===== src/rtl/wb_arbiter.sv =====
// Register-file write-port arbiter: pipeline writeback has priority over a
// queued long-latency result stream; also tracks pending destinations for RAW detection.
module wb_arbiter #(
    parameter int unsigned N     = 32,
    parameter int unsigned DEPTH = 2
) (
    input  logic         clk,
    input  logic         rst_n,
    input  logic         wb_we,
    input  logic [4:0]   wb_wa,
    input  logic [N-1:0] wb_wd,
    input  logic         lu_valid,
    output logic         lu_ready,
    input  logic [4:0]   lu_wa,
    input  logic [N-1:0] lu_wd,
    input  logic         iss_valid,
    input  logic [4:0]   iss_wa,
    output logic         we3,
    output logic [4:0]   wa3,
    output logic [N-1:0] wd3,
    input  logic [4:0]   qa1,
    input  logic [4:0]   qa2,
    output logic         hz1,
    output logic         hz2,
    output logic         busy,
    output logic         sb_err
);

    localparam int unsigned AW = 5;
    localparam int unsigned PW = (DEPTH > 1) ? $clog2(DEPTH) : 1;
    localparam int unsigned CW = $clog2(DEPTH + 1);

    logic [AW-1:0] fifo_wa [DEPTH];
    logic [N-1:0]  fifo_wd [DEPTH];
    logic [PW-1:0] rd_ptr, wr_ptr;
    logic [CW-1:0] count, count_nxt;
    logic [31:0]   pend, pend_nxt, pend_set, pend_clr;
    logic          ready_q;

    logic          wb_sel, hs, pop, bypass, push, ld_lu, err_nxt;
    logic [AW-1:0] ld_wa;
    logic [N-1:0]  ld_wd;

    // Slot selection, FIFO bookkeeping and scoreboard next-state.
    always_comb begin
        wb_sel    = 1'b0;
        hs        = 1'b0;
        pop       = 1'b0;
        bypass    = 1'b0;
        push      = 1'b0;
        ld_lu     = 1'b0;
        ld_wa     = lu_wa;
        ld_wd     = lu_wd;
        count_nxt = count;
        pend_set  = '0;
        pend_clr  = '0;
        pend_nxt  = pend;
        err_nxt   = sb_err;

        wb_sel = wb_we && (wb_wa != '0);
        hs     = lu_valid && ready_q;
        pop    = !wb_sel && (count != '0);
        bypass = !wb_sel && (count == '0) && hs;
        push   = hs && !bypass;
        ld_lu  = pop || bypass;
        if (pop) begin
            ld_wa = fifo_wa[rd_ptr];
            ld_wd = fifo_wd[rd_ptr];
        end
        count_nxt = count + CW'(push) - CW'(pop);

        if (iss_valid && (iss_wa != '0))
            pend_set = 32'(1) << iss_wa;
        if (ld_lu && (ld_wa != '0))
            pend_clr = 32'(1) << ld_wa;
        pend_nxt = ((pend & ~pend_clr) | pend_set) & ~32'(1);

        if ((iss_valid && (iss_wa != '0) && pend[iss_wa]) || (wb_sel && pend[wb_wa]))
            err_nxt = 1'b1;
    end

    // Control state and registered write port.
    always_ff @(posedge clk or negedge rst_n) begin
        if (!rst_n) begin
            rd_ptr  <= '0;
            wr_ptr  <= '0;
            count   <= '0;
            pend    <= '0;
            ready_q <= 1'b0;
            sb_err  <= 1'b0;
            we3     <= 1'b0;
            wa3     <= '0;
            wd3     <= '0;
        end else begin
            if (pop)
                rd_ptr <= rd_ptr + PW'(1);
            if (push)
                wr_ptr <= wr_ptr + PW'(1);
            count   <= count_nxt;
            pend    <= pend_nxt;
            ready_q <= (count_nxt < CW'(DEPTH));
            sb_err  <= err_nxt;
            if (wb_sel) begin
                we3 <= 1'b1;
                wa3 <= wb_wa;
                wd3 <= wb_wd;
            end else if (ld_lu) begin
                we3 <= (ld_wa != '0);
                wa3 <= ld_wa;
                wd3 <= ld_wd;
            end else begin
                we3 <= 1'b0;
            end
        end
    end

    // Queue storage carries data only, so it needs no reset.
    always_ff @(posedge clk) begin
        if (push) begin
            fifo_wa[wr_ptr] <= lu_wa;
            fifo_wd[wr_ptr] <= lu_wd;
        end
    end

    assign lu_ready = ready_q;
    assign hz1      = (qa1 != '0) && (pend[qa1] || (we3 && (wa3 == qa1)));
    assign hz2      = (qa2 != '0) && (pend[qa2] || (we3 && (wa3 == qa2)));
    assign busy     = (|pend) || (count != '0);

endmodule


===== config.mk =====
export PLATFORM = sky130hd
export DESIGN_NAME = wb_arbiter
export DESIGN_NICKNAME = d
export VERILOG_FILES = /design/src/rtl/wb_arbiter.sv
export SDC_FILE = /design/constraint.sdc
export NUM_CORES = 1
export LEC_CHECK = 0
export CAP_MARGIN = 0
export CORE_MARGIN = 10
export CORE_UTILIZATION = 49
export DETAILED_ROUTE_END_ITERATION = 6
export PLACE_DENSITY = 0.78
export SLEW_MARGIN = 40
export SYNTH_ARGS = -nofsm -noshare
export SYNTH_HDL_FRONTEND = slang
export SYNTH_SLANG_ARGS = --single-unit

===== constraint.sdc =====
create_clock -name clk -period 3.06 [get_ports clk]
set_clock_uncertainty 0.2 [all_clocks]
set_input_delay 0.459 -clock clk [delete_from_list [all_inputs] [get_ports clk]]
set_output_delay 0.459 -clock clk [all_outputs]
set_load 0.01 [all_outputs]

; After elaboration in Yosys (flattened, before gate mapping)
; Memories as Yosys holds them, arrays and structs flattened.
; Cells that the tools add are included.
[op_classes]
addsub = 4
n_eq_ne = 2
mux = 20
reduce_logical = 30
magnitude_cmp = 5
n_shift = 2
bitwise_logic = 3
[op_table]
columns = op, n
row1 = $mux 32, 5
row2 = $shl 1x5->32 const A, 2
row3 = $and 32x32->32, 1
row4 = $not 32->32, 1
row5 = $or 32x32->32, 1
row6 = $reduce_or 31->1, 1
row7 = $reduce_bool 5->1, 5
row8 = $lt 5x6->1 const B, 4
row9 = $bmux 1 s5, 4
row10 = $mux 5, 3
row11 = $logic_and 1x1->1, 14
row12 = $eq 5x5->1, 2
row13 = $mux 1, 8
row14 = $logic_or 1x1->1, 5
row15 = $reduce_bool 2->1, 2
row16 = $add 1x1->1 const B, 2
row17 = $add 2x1->2, 1
row18 = $logic_not 1->1, 2
row19 = $logic_not 2->1, 1
row20 = $lt 2x2->1 const B, 1
row21 = $sub 2x1->2, 1
[word_totals]
ram_bits = 74
regBits = 75
mem_count = 2
elab_cells = 77
output_inout_bits = 43
inputBits = 94
[memory_table]
columns = memory, depth, width, read_ports, rd_ports_with_merged_regs, write_ports, line_no
row1 = fifo_wd, 2, 32, 1, 0, 1, 34  ; logic [N-1:0] fifo_wd [DEPTH];
row2 = fifo_wa, 2, 5, 1, 0, 1, 33  ; logic [AW-1:0] fifo_wa [DEPTH];

; Logic depth before layout (Yosys ltp)
; Gate-level depths: netlist (run 1).
[depth]
ltp_word = 11
mapped_depth = 11
ltp_nobuf = 9

; Worst setup path before layout (run 1)
; No wires, ideal clock.
[synth_path]
kind = in2reg
from = in wb_wa[2]
to = mem fifo_wa[0][0], enable pin
required_ns = 2.429
path_buffers = 2
setup_time_ns = 0.431
t_arrival_ns = 2.932
setup_slack_ns = -0.503
stages = 5
cell_sequence = clkbuf_1 > o41a_4 > buf_6 > o21ai_0 > nor2_1
[synth_between]
elab_chain_len = 9
[synth_rtl]
columns = element, line_no
row1 = from (decl), 10  ; input logic [4:0] wb_wa,
row2 = $reduce_bool 5->1, 60  ; wb_sel = wb_we && (wb_wa != '0);
row3 = $logic_and 1x1->1, 60
row4 = $logic_not 1->1, 63  ; bypass = !wb_sel && (count == '0) && hs;
row5 = $logic_and 1x1->1 (2 in series), 63
row6 = $logic_not 1->1, 64  ; push = hs && !bypass;
row7 = $logic_and 1x1->1, 64
row8 = $mux 1, 119  ; if (push) begin
row9 = $mux 1 (not written as such), 120  ; fifo_wa[wr_ptr] <= lu_wa;
row10 = to (decl), 33
; Every way passes these cells.

; Worst setup path in the final report (run 1)
[layout_path]
from = reg pend[14]
to = out hz2
[layout_between]
elab_chain_len = 4
[layout_rtl]
columns = element, line_no
row1 = from (decl), 37  ; logic [31:0] pend, pend_nxt, pend_set, pend_clr;
row2 = from (signal assigned), 100  ; pend <= pend_nxt;
row3 = $bmux 1 s5, 127  ; assign hz2 = (qa2 != '0) && (pend[qa2] || (we3 && (wa3 == qa2)));
row4 = $mux 1 (not written as such), 127
row5 = $logic_or 1x1->1, 127
row6 = $logic_and 1x1->1, 127
row7 = to (decl), 24  ; output logic hz2,
; Every way passes these cells. The select of a mux whose other input is x is not followed.

==> insert_results.sql, run 1 <==
INSERT INTO impl_metrics (metric_group, metric, value, unit) VALUES
('status', 'outcome', 'completed', ''),
('worst_setup_path', 'reg2reg_from', 'rd_ptr', ''),
('placed_design', 'post_dp_cell_area', '0.0101', 'sq mm'),
('worst_setup_path', 'worst_setup_path_end_kind', 'primary output', ''),
('final_layout', 'nets', '981', ''),
('detailed_routing', 'route.detailed.vias_per_inst', '6.21', ''),
('global_route', 'gr-usage-all-layers', '22.1', '%'),
('global_route', 'grt.overflow.total', '0', ''),
('clocking', 'tritoncts', 'built', ''),
('synthesis', 'synthesis.yosys.warnings', '0', ''),
('pwr', 'pleak', '4.10', 'nW'),
('job', 'maxCapViolations', '0', ''),
('synthesis', 'synthesis.area_per_instance', '11.3', 'sq um'),
('min_path', 'hold-path-cell-count', '1', ''),
('worst_setup_path', 'rr_worst_depth', '6', ''),
('synthesis', 'flop_and_latch_count_out_of_synthesis', '149', ''),
('clocking', 'cts.reportedPaths.clkPinSlew', '0.06', 'ns'),
('synthesis', 'synth-async-reset-ratio', '50.3', '%'),
('die', 'io_pins', '137', ''),
('min_path', 'hold-path-endpoint', 'count[0]', ''),
('die', 'placementRows', '46', ''),
('worst_setup_path', 'r2r-end', 'pend[19]', ''),
('synthesis', 'syn-cell-area', '0.00809', 'sq mm'),
('synthesis', 'synth-main-ff-cell', 'dfrtp_1', ''),
('final_layout', 'summed_area_of_non_filler_cells_in_the_final_layout', '0.0107', 'sq mm'),
('timing', 'fin_tns_setup', '0', 'ns'),
('clocking', 'tritoncts.num_buffers', '17', ''),
('worst_setup_path', 'regToRegSetupSlack', '0.49', 'ns'),
('worst_setup_path', 'worst-setup-path-type', 'flip-flop to primary output', ''),
('detailed_routing', 'drt.antenna.violating_nets', '0', ''),
('pwr', 'p_per_area', '857', 'mW/mm^2'),
('final_layout', 'num_antenna_cells', '0', ''),
('synthesis', 'synth_edf_count', '74', ''),
('synthesis', 'synthCells', '714', ''),
('timing', 'layout_min_cycle_time', '3.02', 'ns'),
('detailed_routing', 'drt_first_pass_iters', '5', ''),
('placed_design', 'dp_hpwl', '17.9', 'mm'),
('placed_design', 'place.gp.congestion', '1.06', ''),
('worst_setup_path', 'critical_path.slowest_cell', 'mux4_2', ''),
('global_route', 'grt_pass1_wl', '38.5', 'mm'),
('worst_setup_path', 'cp_max_fo', '4', ''),
('synthesis', 'postSynthNetCount', '810', ''),
('min_path', 'min-delay-start', 'count[0]', ''),
('placed_design', 'numPortBuffers', '136', ''),
('worst_setup_path', 'crit_chain', 'mux4_2 -> mux4_2 -> nor3_2 -> nor3_1 -> dlygate4sd2_1', ''),
('timing', 'hold-worst-slack', '0.333', 'ns'),
('die', 'initial_core_util', '50.4', '%'),
('clocking', 'clk-insertion-delay-late', '0.42', 'ns'),
('timing', 'fmax', '331', 'MHz'),
('detailed_routing', 'routedWlPerCell', '22.2', 'um'),
('worst_setup_path', 'cp_common_cell', 'mux4_2', ''),
('timing', 'slew_of_the_pin_with_the_lowest_slew_margin', '0.646', 'ns'),
('timing', 'fin_crit_sh', '98.7', '%'),
('worst_setup_path', 'critPathArrivalTime', '2.36', 'ns'),
('timing', 'timing.final.max_slew_violations', '0', ''),
('die', 'die_w', '148', 'um'),
('die', 'floorplan.die.height', '148', 'um'),
('global_route', 'largest_net_degree_at_the_start_of_global_routing', '57', ''),
('worst_setup_path', 'maximum_single_stage_delay_on_the_critical_path', '0.50', 'ns'),
('clocking', 'clkSinkCount', '149', ''),
('synthesis', 'synth.lib_cells_used.distinct', '68', ''),
('die', 'area_of_the_core', '0.0161', 'sq mm'),
('final_layout', 'area_growth_syn_to_layout', '31.8', '%'),
('final_layout', 'drive_above_1_share', '18.2', '%'),
('clocking', 'clock-root-buffer', 'clkbuf_16', ''),
('timing', 'rsz0062_at_grt', 'false', ''),
('clocking', 'h-tree-depth', '4', ''),
('detailed_routing', 'drcViolationCount', '0', ''),
('die', 'fp.dieArea', '0.0221', 'sq mm'),
('global_route', 'grt_antenna_before_repair', '0', ''),
('timing', 'hold_viol_final', '0', ''),
('detailed_routing', 'vias', '6917', ''),
('worst_setup_path', 'worstPathRequired', '2.40', 'ns'),
('detailed_routing', 'route.final.wire_length', '24.8', 'mm'),
('detailed_routing', 'drt_iter0_markers', '725', ''),
('clocking', 'clk_path_buf_depth', '2', ''),
('timing', 'setup_violations', '0', ''),
('pwr', 'vdd_ir_drop_max', '0.640', 'mV'),
('global_route', 'vias_in_the_first_global_route', '7060', ''),
('min_path', 'hold_class', 'flip-flop to flip-flop', ''),
('worst_setup_path', 'start_kind', 'flip-flop', ''),
('timing', 'slew_headroom', '55.7', '%'),
('synthesis', 'synth_sequential_area_ratio', '50.7', '%');
[logic make-up after synthesis]
group	Yosys count	share of synthesized area, %
AOI/OAI and AO/OA	206	17.2
muxes	85	14.7
xor gates and xnor gates	14	1.52
buffers and inverters	69	3.67
adders and majority gates	2	0.309
DFF	149	50.7
and+or+nand+nor	189	11.9
[synthesized netlist by cell type, types with 12 or more instances]
cell | count | area [sq um]
mux2i_1 | 48 | 480
clkbuf_1 | 35 | 131
nor2_1 | 50 | 188
a211oi_1 | 29 | 218
o221ai_1 | 12 | 105
inv_1 | 15 | 56.3
mux4_2 | 26 | 586
dfrtp_1 | 75 | 1880
a21oi_1 | 48 | 240
nand3_1 | 12 | 60.1
buf_2 | 12 | 60.1
nand2_1 | 59 | 221
a22o_1 | 19 | 166
o21ai_0 | 56 | 280
edfxtp_1 | 74 | 2220
[per-layer routing]
metal,vias up,global-route usage [%],part of all wire (%)
li1,3098,-,-
met1,3345,26.6,40
met2,385,35.1,47
met3,89,6.83,9.0
met4,0,11.0,4.3
met5,-,0,0
[worst max-delay path by stage]
stage                         from       endpoint  slack (ns)  cells after the start
final                     pend[14]            hz2        0.04                      5
after global routing        qa1[0]            hz1       0.009                      9
after detailed placement    qa1[0]            hz1       -0.55                      9
after floorplan           wb_wa[2]  fifo_wa[0][0]       -0.50                      5
after CTS                 pend[15]            hz2        0.05                      5
after global placement      qa1[0]            hz1       -0.45                      9
[repair_timing]
action / in CTS / in global routing
setup endpoints to repair: 2 / 1
hold endpoints to repair: 44 / 0
resized for setup: 19 / 2
hold buffers: 1 / 0
pin swaps: 0 / 0
buffers inserted: 2 / 0
[report_power, final]
part / internal (W) / leakage, nW / switching [W]
sequential: 0.00273 / 1.55 / 0.000673
combinational: 0.00184 / 2.28 / 0.00192
clock: 0.00112 / 0.269 / 0.000853
total: 0.00569 / 4.10 / 0.00345
[layout by cell type, fill, tap and decap left out, types with 8 or more instances in the layout]
| master | n |
|---|---|
| edfxtp_1 | 74 |
| clkbuf_16 | 18 |
| a211oi_1 | 29 |
| o221ai_1 | 12 |
| a22o_1 | 19 |
| nor2_1 | 47 |
| mux4_2 | 26 |
| nor2b_1 | 9 |
| nor3_1 | 9 |
| nand4_1 | 8 |
| dfrtp_1 | 70 |
| a21oi_1 | 48 |
| xnor2_1 | 9 |
| buf_4 | 65 |
| o21ai_0 | 56 |
| nand3_1 | 12 |
| mux2i_1 | 48 |
| nand2_1 | 59 |
| inv_1 | 15 |
| clkdlybuf4s50_1 | 128 |
| nor4_1 | 8 |
| mux2_2 | 11 |
[flip-flops by register name (all words and copies together) (netlist names), 2 cells and up]
| signal | count |
|---|---|
| fifo_wd | 64 |
| fifo_wa | 10 |
| pend | 31 |
| count | 2 |
| wa3 | 5 |
| wd3 | 32 |
[final cells by class]
type / instances / area [sq um]
fillers: 1197 / 5390
flip-flops and latches: 149 / 4110
multi-input cells: 496 / 3730
repair buffers: 206 / 1940
clock buffers: 20 / 468
well taps: 216 / 270
clock inverters: 12 / 93.8
inverters: 15 / 56.3
[metrics by stage]
| stage | setup slack (ns) | util (%) | std cells | power [W] |
|---|---|---|---|---|
| floorplan | -0.503 | - | 714 | 0.00542 |
| global placement | -0.448 | 62.2 | 1075 | 0.00687 |
| detailed placement | -0.549 | 62.7 | 1079 | 0.00707 |
| CTS | 0.0492 | 66.4 | 1114 | 0.00910 |
| global route | 0.00895 | 66.4 | 1114 | 0.00957 |
| finish | 0.0403 | 66.4 | 1114 | 0.00914 |
[worst max-delay path: cells and delay by family, from the launching register on]
kind | cells | cell delay [ns]
buffers and inverters | 1 | 0.28
multiplexers | 2 | 0.98
AND/OR/NAND/NOR | 2 | 0.22
flip-flops | 1 | 0.46
No activity file was read; power rests on OpenSTA's default activity.
==> inputs of run 2 (changes only) <==
--- a/config.mk
+++ b/config.mk
@@ -6,11 +6,10 @@
 export NUM_CORES = 1
 export LEC_CHECK = 0
 export CAP_MARGIN = 0
-export CORE_MARGIN = 10
 export CORE_UTILIZATION = 49
 export DETAILED_ROUTE_END_ITERATION = 6
 export PLACE_DENSITY = 0.78
-export SLEW_MARGIN = 40
+export SLEW_MARGIN = 20
 export SYNTH_ARGS = -nofsm -noshare
 export SYNTH_HDL_FRONTEND = slang
 export SYNTH_SLANG_ARGS = --single-unit
==> insert_results.sql, run 2 (synthesis results as in run 1) <==
INSERT INTO impl_metrics (metric_group, metric, value, unit) VALUES
('die', 'io_pins', '137', ''),
('worst_setup_path', 'maximum_single_stage_delay_on_the_critical_path', '0.46', 'ns'),
('detailed_routing', 'route.detailed.vias_per_inst', '6.20', ''),
('die', 'die_w', '130', 'um'),
('pwr', 'p_per_area', '866', 'mW/mm^2'),
('timing', 'slew_of_the_pin_with_the_lowest_slew_margin', '0.732', 'ns'),
('global_route', 'largest_net_degree_at_the_start_of_global_routing', '76', ''),
('global_route', 'vias_in_the_first_global_route', '6815', ''),
('pwr', 'pwr-share-comb', '41.8', '%'),
('die', 'area_of_the_core', '0.0160', 'sq mm'),
('pwr', 'share_clk_of_total_power', '21.6', '%'),
('final_layout', 'summed_area_of_non_filler_cells_in_the_final_layout', '0.0108', 'sq mm'),
('worst_setup_path', 'worstPathRequired', '2.40', 'ns'),
('detailed_routing', 'drcViolationCount', '0', ''),
('worst_setup_path', 'critPathArrivalTime', '2.35', 'ns'),
('worst_setup_path', 'critical_path.slowest_cell', 'dfrtp_2', ''),
('final_layout', 'largest_registers', 'fifo_wd x64, wd3 x32, pend x31', ''),
('timing', 'layout_min_cycle_time', '3.01', 'ns'),
('global_route', 'gr-usage-all-layers', '29.4', '%'),
('final_layout', 'largest_reg_flops', '64', ''),
('detailed_routing', 'vias', '6980', ''),
('detailed_routing', 'drt.antenna.violating_nets', '0', ''),
('timing', 'fin_crit_sh', '98.3', '%'),
('die', 'fp.dieArea', '0.0170', 'sq mm'),
('detailed_routing', 'met3_wirelength', '1.84', 'mm'),
('final_layout', 'drive_above_1_share', '19.6', '%'),
('pwr', 'power.switching', '0.00345', 'W'),
('timing', 'hold_viol_final', '0', ''),
('global_route', 'grt.overflow.total', '0', ''),
('final_layout', 'area_growth_syn_to_layout', '32.9', '%'),
('clocking', 'clk-insertion-delay-late', '0.43', 'ns'),
('worst_setup_path', 'cp_max_fo', '3', ''),
('timing', 'setup_violations', '0', ''),
('pwr', 'vdd_ir_drop_max', '0.525', 'mV'),
('clocking', 'cts.reportedPaths.clkPinSlew', '0.06', 'ns'),
('pwr', 'overall_power_of_the_completed_layout', '0.00931', 'W'),
('worst_setup_path', 'worst-setup-path-type', 'flip-flop to primary output', ''),
('worst_setup_path', 'regToRegSetupSlack', '0.51', 'ns'),
('pwr', 'cell_internal_pwr', '0.00586', 'W'),
('clocking', 'clock-root-buffer', 'clkbuf_16', ''),
('placed_design', 'numPortBuffers', '136', ''),
('final_layout', 'nets', '992', ''),
('final_layout', 'layout.core_utilization', '67.2', '%'),
('placed_design', 'dp_hpwl', '16.7', 'mm'),
('worst_setup_path', 'worst_setup_path_end_kind', 'primary output', ''),
('detailed_routing', 'drt_first_pass_iters', '5', ''),
('detailed_routing', 'drt_iter0_markers', '503', ''),
('detailed_routing', 'routedWlPerCell', '21.1', 'um'),
('final_layout', 'num_antenna_cells', '0', ''),
('clocking', 'tritoncts', 'built', ''),
('global_route', 'grt_antenna_before_repair', '0', ''),
('die', 'initial_core_util', '50.6', '%'),
('status', 'outcome', 'completed', ''),
('die', 'floorplan.die.height', '130', 'um'),
('clocking', 'clkSinkCount', '149', ''),
('final_layout', 'largest-register', 'fifo_wd', ''),
('final_layout', 'final_cell_mix', 'clkdlybuf4s50_1, buf_4, edfxtp_1, dfrtp_1, nand2_1', ''),
('min_path', 'hold_class', 'flip-flop to flip-flop', ''),
('pwr', 'pleak', '4.16', 'nW'),
('die', 'placementRows', '46', ''),
('detailed_routing', 'highest_layer', 'met4', ''),
('worst_setup_path', 'start_kind', 'flip-flop', ''),
('clocking', 'clk_path_buf_depth', '2', ''),
('placed_design', 'post_dp_cell_area', '0.0100', 'sq mm'),
('detailed_routing', 'route.final.wire_length', '23.8', 'mm'),
('clocking', 'h-tree-depth', '4', ''),
('detailed_routing', 'met1Wirelength', '9.56', 'mm'),
('clocking', 'tritoncts.num_buffers', '17', ''),
('detailed_routing', 'met2_length', '11.1', 'mm'),
('global_route', 'grt_pass1_wl', '37.2', 'mm'),
('placed_design', 'post-place-ws', '-0.475', 'ns'),
('worst_setup_path', 'crit_chain', 'buf_12 -> mux4_2 -> mux2_2 -> a2111oi_2 -> nor3_1 -> buf_2', ''),
('pwr', 'power_frac_seq', '36.6', '%'),
('final_layout', 'layout_commonest_cell', 'clkdlybuf4s50_1', ''),
('timing', 'slew_headroom', '51.0', '%'),
('timing', 'timing.final.max_slew_violations', '0', ''),
('timing', 'finalWorstSetupSlack', '0.0517', 'ns'),
('pwr', 'switching_share', '37.1', '%'),
('timing', 'fmax', '332', 'MHz'),
('placed_design', 'place.gp.congestion', '1.01', ''),
('timing', 'rsz0062_at_grt', 'false', ''),
('job', 'maxCapViolations', '0', ''),
('worst_setup_path', 'worst_path_dominant_cell_family', 'multiplexers', ''),
('worst_setup_path', 'cp.buffers_inverters', '2', '');
-- run 2: changes by cell type in the layout (fill, tap and decap cells not counted), moves of 2 or more --
cell | previous run | this run
buf_4 | 65 | 77
buf_8 | 3 | 0
bufinv_16 | 0 | 2
clkinv_1 | 0 | 2
clkinv_2 | 2 | 4
dfrtp_1 | 70 | 64
dfrtp_2 | 5 | 11
inv_6 | 4 | 1
-- run 2: final cells by class --
type | instances | area, sq um
multi-input combinational | 496 | 3730
tap | 216 | 270
timing repair buffer | 217 | 2010
fill | 1222 | 5250
clock buffer | 18 | 429
inverter | 15 | 56.3
sequential | 149 | 4110
clock inverter | 14 | 138
-- run 2: worst register-to-register path, stage by stage (launching register included) --
cell and delay [ns]:
dfrtp_2 0.47, buf_4 0.56, nand2_1 0.17, o22ai_1 0.21
nand4_1 0.18, buf_4 0.22, a21boi_0 0.28, o21ai_0 0.14
-- run 2: metrics by stage --
stage               hold slack [ns]  TNS [ns]  std cells
floorplan                   -0.0366    -37.22        714
global placement              0.302     -1.96       1079
detailed placement            0.324     -5.19       1079
CTS                          0.0382         0       1121
global route                  0.362         0       1125
finish                        0.330         0       1125
-- run 2: worst paths after layout --
check | from | endpoint | cells after the start
worst max-delay path | pend[10] | hz1 | 6
worst min-delay path | count[0] | count[0] | 1
worst max register to register | rd_ptr | pend[3] | 7
worst min register to register | count[0] | count[0] | 1
max in group asynchronous | rst_n | rd_ptr | 2
min in group asynchronous | rst_n | pend[6] | 2
-- run 2: power groups by stage --
stage | clock [W] | sequential (W) | combinational [W]
2_1_floorplan | 0 | 0.00322 | 0.00220
3_3_place_gp | 0 | 0.00340 | 0.00352
3_5_place_dp | 0 | 0.00342 | 0.00361
4_1_cts | 0.00203 | 0.00337 | 0.00381
5_1_grt | 0.00211 | 0.00343 | 0.00421
6_report | 0.00201 | 0.00341 | 0.00390
-- run 2: repair_timing --
item	CTS	global route
resized for setup	22	3
buffers inserted	10	1
setup endpoints to repair	2	2
hold endpoints to repair	0	75
pin swaps	0	2
hold buffers	0	1
-- run 2: routing by layer --
metal  GRT usage (%)  vias to the layer above
met5               0                        -
met4            17.8                        0
met3            7.04                       81
met2            45.7                      389
met1            37.6                     3389
li1                -                     3121
